--- config.mk ---
export PLATFORM = sky130hd
export DESIGN_NAME = switch_egress_port
export DESIGN_NICKNAME = d
export VERILOG_FILES = /design/src/rtl/switch_egress_port.sv
export SDC_FILE = /design/constraint.sdc
export NUM_CORES = 1
export LEC_CHECK = 0
export ABC_CLOCK_PERIOD_IN_PS = 5600
export CAP_MARGIN = 10
export CORE_MARGIN = 2
export CORE_UTILIZATION = 61
export CTS_BUF_LIST = sky130_fd_sc_hd__clkbuf_8
export DETAILED_ROUTE_END_ITERATION = 16
export DONT_BUFFER_PORTS = 1
export PLACE_DENSITY_LB_ADDON = 0.05
export SYNTH_ARGS = -nofsm -noshare
export SYNTH_HDL_FRONTEND = slang
export SYNTH_SLANG_ARGS = --single-unit
--- constraint.sdc ---
create_clock -name clk -period 5.6 [get_ports clk]
set_input_delay 0.56 -clock clk [delete_from_list [all_inputs] [get_ports clk]]
set_output_delay 0.56 -clock clk [all_outputs]
set_load 0.1 [all_outputs]
--- src/rtl/switch_egress_port.sv ---
// Egress end of the 4-port switch: round-robin arbiter feeding a word FIFO toward the upstream consumer.
// Latency: a word granted in cycle N is presented in cycle N+1 when the queue is empty (no bypass).
// Backpressure: ready_in low holds the head word; a full queue withholds grants unless a pop frees a slot.

module sync_fifo #(
    parameter int W     = 16,
    parameter int DEPTH = 8,
    parameter int CNT_W = $clog2(DEPTH + 1)
) (
    input  logic             clk,
    input  logic             rst_n,
    input  logic             push,
    input  logic [W-1:0]     wr_dat,
    input  logic             pop,
    output logic [W-1:0]     rd_dat,
    output logic [CNT_W-1:0] count
);
    localparam int PTR_W = $clog2(DEPTH);

    logic [W-1:0]     mem [DEPTH];
    logic [PTR_W-1:0] wr_ptr;
    logic [PTR_W-1:0] rd_ptr;

    // Pointers wrap naturally because DEPTH is a power of two.
    always_ff @(posedge clk or negedge rst_n) begin
        if (!rst_n) begin
            wr_ptr <= '0;
            rd_ptr <= '0;
            count  <= '0;
        end else begin
            if (push) wr_ptr <= wr_ptr + PTR_W'(1);
            if (pop)  rd_ptr <= rd_ptr + PTR_W'(1);
            case ({push, pop})
                2'b10:   count <= count + CNT_W'(1);
                2'b01:   count <= count - CNT_W'(1);
                default: count <= count;
            endcase
        end
    end

    always_ff @(posedge clk) begin
        if (push) mem[wr_ptr] <= wr_dat;
    end

    assign rd_dat = mem[rd_ptr];
endmodule

module switch_egress_port #(
    parameter int NUM_SRC = 4,
    parameter int DATA_W  = 8,
    parameter int ADDR_W  = 8,
    parameter int DEPTH   = 8
) (
    input  logic                         clk,
    input  logic                         reset,
    input  logic [NUM_SRC-1:0]           req_in,
    input  logic [NUM_SRC*DATA_W-1:0]    data_in_bus,
    input  logic [NUM_SRC*ADDR_W-1:0]    addr_in_bus,
    output logic [NUM_SRC-1:0]           gnt_out,
    input  logic                         ready_in,
    output logic                         valid_out,
    output logic [DATA_W-1:0]            data_out,
    output logic [ADDR_W-1:0]            addr_out,
    output logic [$clog2(DEPTH+1)-1:0]   count_out,
    output logic                         full_out
);
    localparam int SRC_W = $clog2(NUM_SRC);
    localparam int CNT_W = $clog2(DEPTH + 1);

    typedef struct packed {
        logic [ADDR_W-1:0] addr;
        logic [DATA_W-1:0] data;
    } word_t;

    logic [SRC_W-1:0] rr_ptr;
    logic [SRC_W-1:0] gnt_idx;
    logic [SRC_W-1:0] scan_idx;
    logic             gnt_any;
    logic             pop;
    logic             space;
    word_t            wr_word;
    word_t            head;

    assign pop   = valid_out & ready_in;
    assign space = ~full_out | pop;

    // Scan from rr_ptr upward; reset gating keeps X requests from leaking into grants.
    always_comb begin
        gnt_any  = 1'b0;
        gnt_idx  = '0;
        scan_idx = '0;
        gnt_out  = '0;
        if (reset && space) begin
            for (int off = 0; off < NUM_SRC; off++) begin
                scan_idx = SRC_W'((int'(rr_ptr) + off) % NUM_SRC);
                if (!gnt_any && req_in[scan_idx]) begin
                    gnt_any = 1'b1;
                    gnt_idx = scan_idx;
                end
            end
        end
        if (gnt_any) gnt_out[gnt_idx] = 1'b1;
    end

    always_ff @(posedge clk or negedge reset) begin
        if (!reset) begin
            rr_ptr <= '0;
        end else if (gnt_any) begin
            rr_ptr <= (gnt_idx == SRC_W'(NUM_SRC - 1)) ? '0 : gnt_idx + SRC_W'(1);
        end
    end

    assign wr_word.data = data_in_bus[gnt_idx*DATA_W +: DATA_W];
    assign wr_word.addr = addr_in_bus[gnt_idx*ADDR_W +: ADDR_W];

    sync_fifo #(
        .W     ($bits(word_t)),
        .DEPTH (DEPTH),
        .CNT_W (CNT_W)
    ) u_fifo (
        .clk    (clk),
        .rst_n  (reset),
        .push   (gnt_any),
        .wr_dat (wr_word),
        .pop    (pop),
        .rd_dat (head),
        .count  (count_out)
    );

    assign full_out  = (count_out == CNT_W'(DEPTH));
    assign valid_out = (count_out != '0);
    assign data_out  = valid_out ? head.data : '0;
    assign addr_out  = valid_out ? head.addr : '0;
endmodule

==> PnR_summary.wiki <==
{| class="wikitable"
! Metric !! Value
|-
| Total count of hold-check failures in the final report || 0
|-
| Core footprint || 9860 sq um
|-
| Final cycle utilization of the critical path || 0.745
|-
| Number of clock sinks || 140
|-
| FFs w/ async S/R, synth || 0.0857
|-
| Violation count after the first detailed-route iteration || 170
|-
| Sequential cell area fraction in the yosys report || 0.663
|-
| Antenna violations before repair || 0
|-
| Maximum number of pins on one net before global-route repair || 23
|-
| Row count || 36
|-
| Antenna cells || 0
|-
| Fmax || 0.240 GHz
|-
| Critical path startpoint category || flip-flop
|-
| Number of remaining DRC errors || 0
|-
| Status || finished, final reports clean
|-
| Post-route ant nets || 0
|-
| DR WL/cell || 22.9 microns
|-
| Slew at the pin with the worst max-slew slack || 1.10 ns
|-
| Flip-flop and latch area || 4150 sq um
|-
| Number of cells produced by synthesis || 350
|-
| Minimum setup slack after placement || 1.90 ns
|-
| Library cell used as clock root buffer || sky130_fd_sc_hd__clkbuf_8
|-
| Minimum clock period after layout || 4.17 ns
|-
| Final setup slack of the worst path || 1.43 ns
|-
| Kind of path behind the tightest hold check || in -> reg
|-
| Die height || 105 microns
|-
| Worst path required time || 5.04 ns
|-
| Post-synth EDFFs || 128
|-
| TritonCTS Buffers || 17
|-
| Weighted congestion reported at the end of routability-driven placement || 0.745
|-
| Number of search-and-repair iterations in the first detailed-routing pass || 4
|-
| Total wire length after detailed routing || 11800 microns
|-
| Biggest area contributors in the synthesized netlist || sky130_fd_sc_hd__edfxtp_1 (61%), sky130_fd_sc_hd__mux4_2 (12%), sky130_fd_sc_hd__mux2i_1 (10%)
|-
| Final-layout setup total negative slack || 0 ns
|-
| Warnings from Yosys || 0
|-
| Cell accounting for the most synthesized area || sky130_fd_sc_hd__edfxtp_1
|-
| Number of unique standard cell types used by synthesis || 36
|-
| Die area || 11100 sq um
|-
| Fraction of layout cells with a size suffix above 1 || 0.295
|-
| Number of buffers on the longest clock path || 2
|-
| Layout-stage area growth over the synthesis result || 10.4%
|-
| Max FO, Critical Path || 12
|-
| Mean instance size in the synthesized netlist || 17.9 sq um
|-
| Number of nets in the finished design || 450
|-
| Post-synthesis register bit count || 140
|-
| Post-CTS Setup Repair Bufs || 0
|-
| Area used by multi-input combinational logic || 2040 sq um
|-
| I/O Pins || 97
|-
| WP data arrival || 3.61 ns
|-
| Syn Std Cell Area || 6250 sq um
|-
| Synth Flop Type || sky130_fd_sc_hd__edfxtp_1
|-
| Clk Latency, worst-skew pair || 0.44 ns
|-
| Post-synth net total || 430
|-
| IO buf count || 0
|-
| Total grt overflow || 0
|-
| Via count of the first global-routing pass || 3291
|-
| RSZ-0062 raised after global routing || no
|-
| Effective utilization at floorplan || 0.634
|-
| First-pass GRT wire length || 18200 microns
|-
| Clock-pin slew reported for the worst setup and hold paths after clock tree synthesis || 0.09 ns
|-
| Top cell type's share of synthesized area || 0.615
|-
| Resized Gates After CTS || 0
|-
| Final-report max-slew violation count || 0
|-
| GRT Util Overall || 0.228
|-
| Filler instances || 632
|-
| Category of the most critical setup path || reg -> out
|-
| Max-slew headroom || 0.266
|-
| CTS H-tree depth || 4
|-
| Via density || 6.10
|-
| Chip Width || 105 microns
|-
| Vias || 3148
|-
| Final Core Density || 0.700
|-
| Max-cap violations || 0
|-
| Sort of element at the end of the critical path || output pin
|-
| DP HPWL || 7580 microns
|-
| Minimum hold slack || 0.446 ns
|-
| Maximum clock skew at final layout || 0.0179 ns
|-
| Final number of setup-violating endpoints || 0
|-
| Clock tree from TritonCTS || yes
|}
-- synth_stat cells, types with 2 or more instances --
master / number
sky130_fd_sc_hd__xnor2_1: 4
sky130_fd_sc_hd__buf_6: 7
sky130_fd_sc_hd__xor2_1: 5
sky130_fd_sc_hd__nor4_1: 2
sky130_fd_sc_hd__mux4_2: 32
sky130_fd_sc_hd__nor3b_1: 2
sky130_fd_sc_hd__nor4b_1: 2
sky130_fd_sc_hd__inv_1: 5
sky130_fd_sc_hd__o21a_1: 2
sky130_fd_sc_hd__edfxtp_1: 128
sky130_fd_sc_hd__clkbuf_1: 8
sky130_fd_sc_hd__mux2_2: 2
sky130_fd_sc_hd__ha_1: 9
sky130_fd_sc_hd__nand2_1: 10
sky130_fd_sc_hd__buf_2: 4
sky130_fd_sc_hd__a21oi_1: 4
sky130_fd_sc_hd__mux2i_1: 64
sky130_fd_sc_hd__buf_1: 2
sky130_fd_sc_hd__and2_1: 5
sky130_fd_sc_hd__nand2b_1: 3
sky130_fd_sc_hd__dfrtp_1: 12
sky130_fd_sc_hd__nor3_1: 3
sky130_fd_sc_hd__nor2_1: 21
sky130_fd_sc_hd__nor2b_1: 2
-- placed cells by master, fill, tap and decap left out, types with 3 or more instances in the layout --
cell type / synthesis / final
sky130_fd_sc_hd__nor2_1: 21 / 5
sky130_fd_sc_hd__inv_1: 5 / 6
sky130_fd_sc_hd__inv_6: 0 / 5
sky130_fd_sc_hd__inv_8: 0 / 3
sky130_fd_sc_hd__ha_1: 9 / 9
sky130_fd_sc_hd__dfrtp_1: 12 / 11
sky130_fd_sc_hd__xor2_1: 5 / 5
sky130_fd_sc_hd__nand2_1: 10 / 10
sky130_fd_sc_hd__a21oi_1: 4 / 4
sky130_fd_sc_hd__xnor2_1: 4 / 4
sky130_fd_sc_hd__mux4_2: 32 / 32
sky130_fd_sc_hd__nand2b_1: 3 / 3
sky130_fd_sc_hd__edfxtp_1: 128 / 128
sky130_fd_sc_hd__buf_4: 0 / 21
sky130_fd_sc_hd__and2_1: 5 / 5
sky130_fd_sc_hd__nor2_2: 0 / 16
sky130_fd_sc_hd__mux2i_1: 64 / 64
sky130_fd_sc_hd__clkbuf_8: 0 / 17
-- per-stage QoR --
step	cell area (sq um)	std cells
detailed placement	6530	483
global route	6910	516
floorplan	6250	350
global placement	6530	483
finish	6910	516
CTS	6910	516
-- registers in the layout, indices dropped and copies added (netlist names) --
| name | count |
|---|---|
| rr_ptr | 2 |
| u_fifo.count | 4 |
| u_fifo.mem | 128 |
| u_fifo.rd_ptr | 3 |
| u_fifo.wr_ptr | 3 |
-- metal layers --
| layer | up-vias | track usage | part of all wire |
|---|---|---|---|
| met2 | 117 | 0.376 | 0.50 |
| met4 | 0 | 0.0676 | 0.014 |
| met1 | 1600 | 0.296 | 0.41 |
| met3 | 13 | 0.0693 | 0.070 |
| met5 | - | 0 | 0 |
| li1 | 1418 | - | - |
-- path summary, 6_finish.rpt --
| path | startpoint | end | slack (ns) | cells after the start |
|---|---|---|---|---|
| setup / recovery | u_fifo.count[2] | gnt_out[0] | 1.43 | 7 |
| hold / removal | ready_in | u_fifo.rd_ptr[0] | 0.45 | 2 |
| setup reg to reg | u_fifo.count[2] | u_fifo.count[3] | 2.08 | 9 |
| hold reg to reg | rr_ptr[0] | rr_ptr[0] | 0.58 | 1 |
| max in group asynchronous | reset | u_fifo.rd_ptr[0] | 4.66 | 1 |
| min in group asynchronous | reset | u_fifo.count[2] | 0.54 | 1 |
-- critical path: stages, from the launching register on --
cell and delay (ns):
sky130_fd_sc_hd__dfrtp_1 0.37, sky130_fd_sc_hd__buf_4 0.25, sky130_fd_sc_hd__or4b_4 0.58, sky130_fd_sc_hd__o21ai_2 0.18, sky130_fd_sc_hd__a21oi_1 0.17, sky130_fd_sc_hd__nand3_1 0.58, sky130_fd_sc_hd__ha_1 0.26, sky130_fd_sc_hd__and2_1 0.76
-- what timing repair did --
item,CTS,global route
endpoints found under the setup margin,0,0
hold buffers,1,0
endpoints found under the hold margin,12,0
-- final cells by class --
class                   count  share of cell area
multi-input cells         183               0.295
well taps                 133              0.0241
clock inverters            15              0.0194
flip-flops and latches    140               0.600
clock buffers              17              0.0339
repair buffers             22              0.0243
inverters                   6             0.00326
-- kinds of logic after synthesis --
logic type                 Yosys count  share of synthesized area
AOI/OAI and AO/OA                   11                     0.0112
adders and majority gates            9                     0.0180
DFF                                140                      0.663
xor gates and xnor gates             9                     0.0126
and+or+nand+nor                     56                     0.0490
muxes                               98                      0.221
buffers and inverters               27                     0.0254
Power is left out: the tool's default activity adds up to more than one toggle a clock period on the data nets, which glitch-free logic cannot reach.
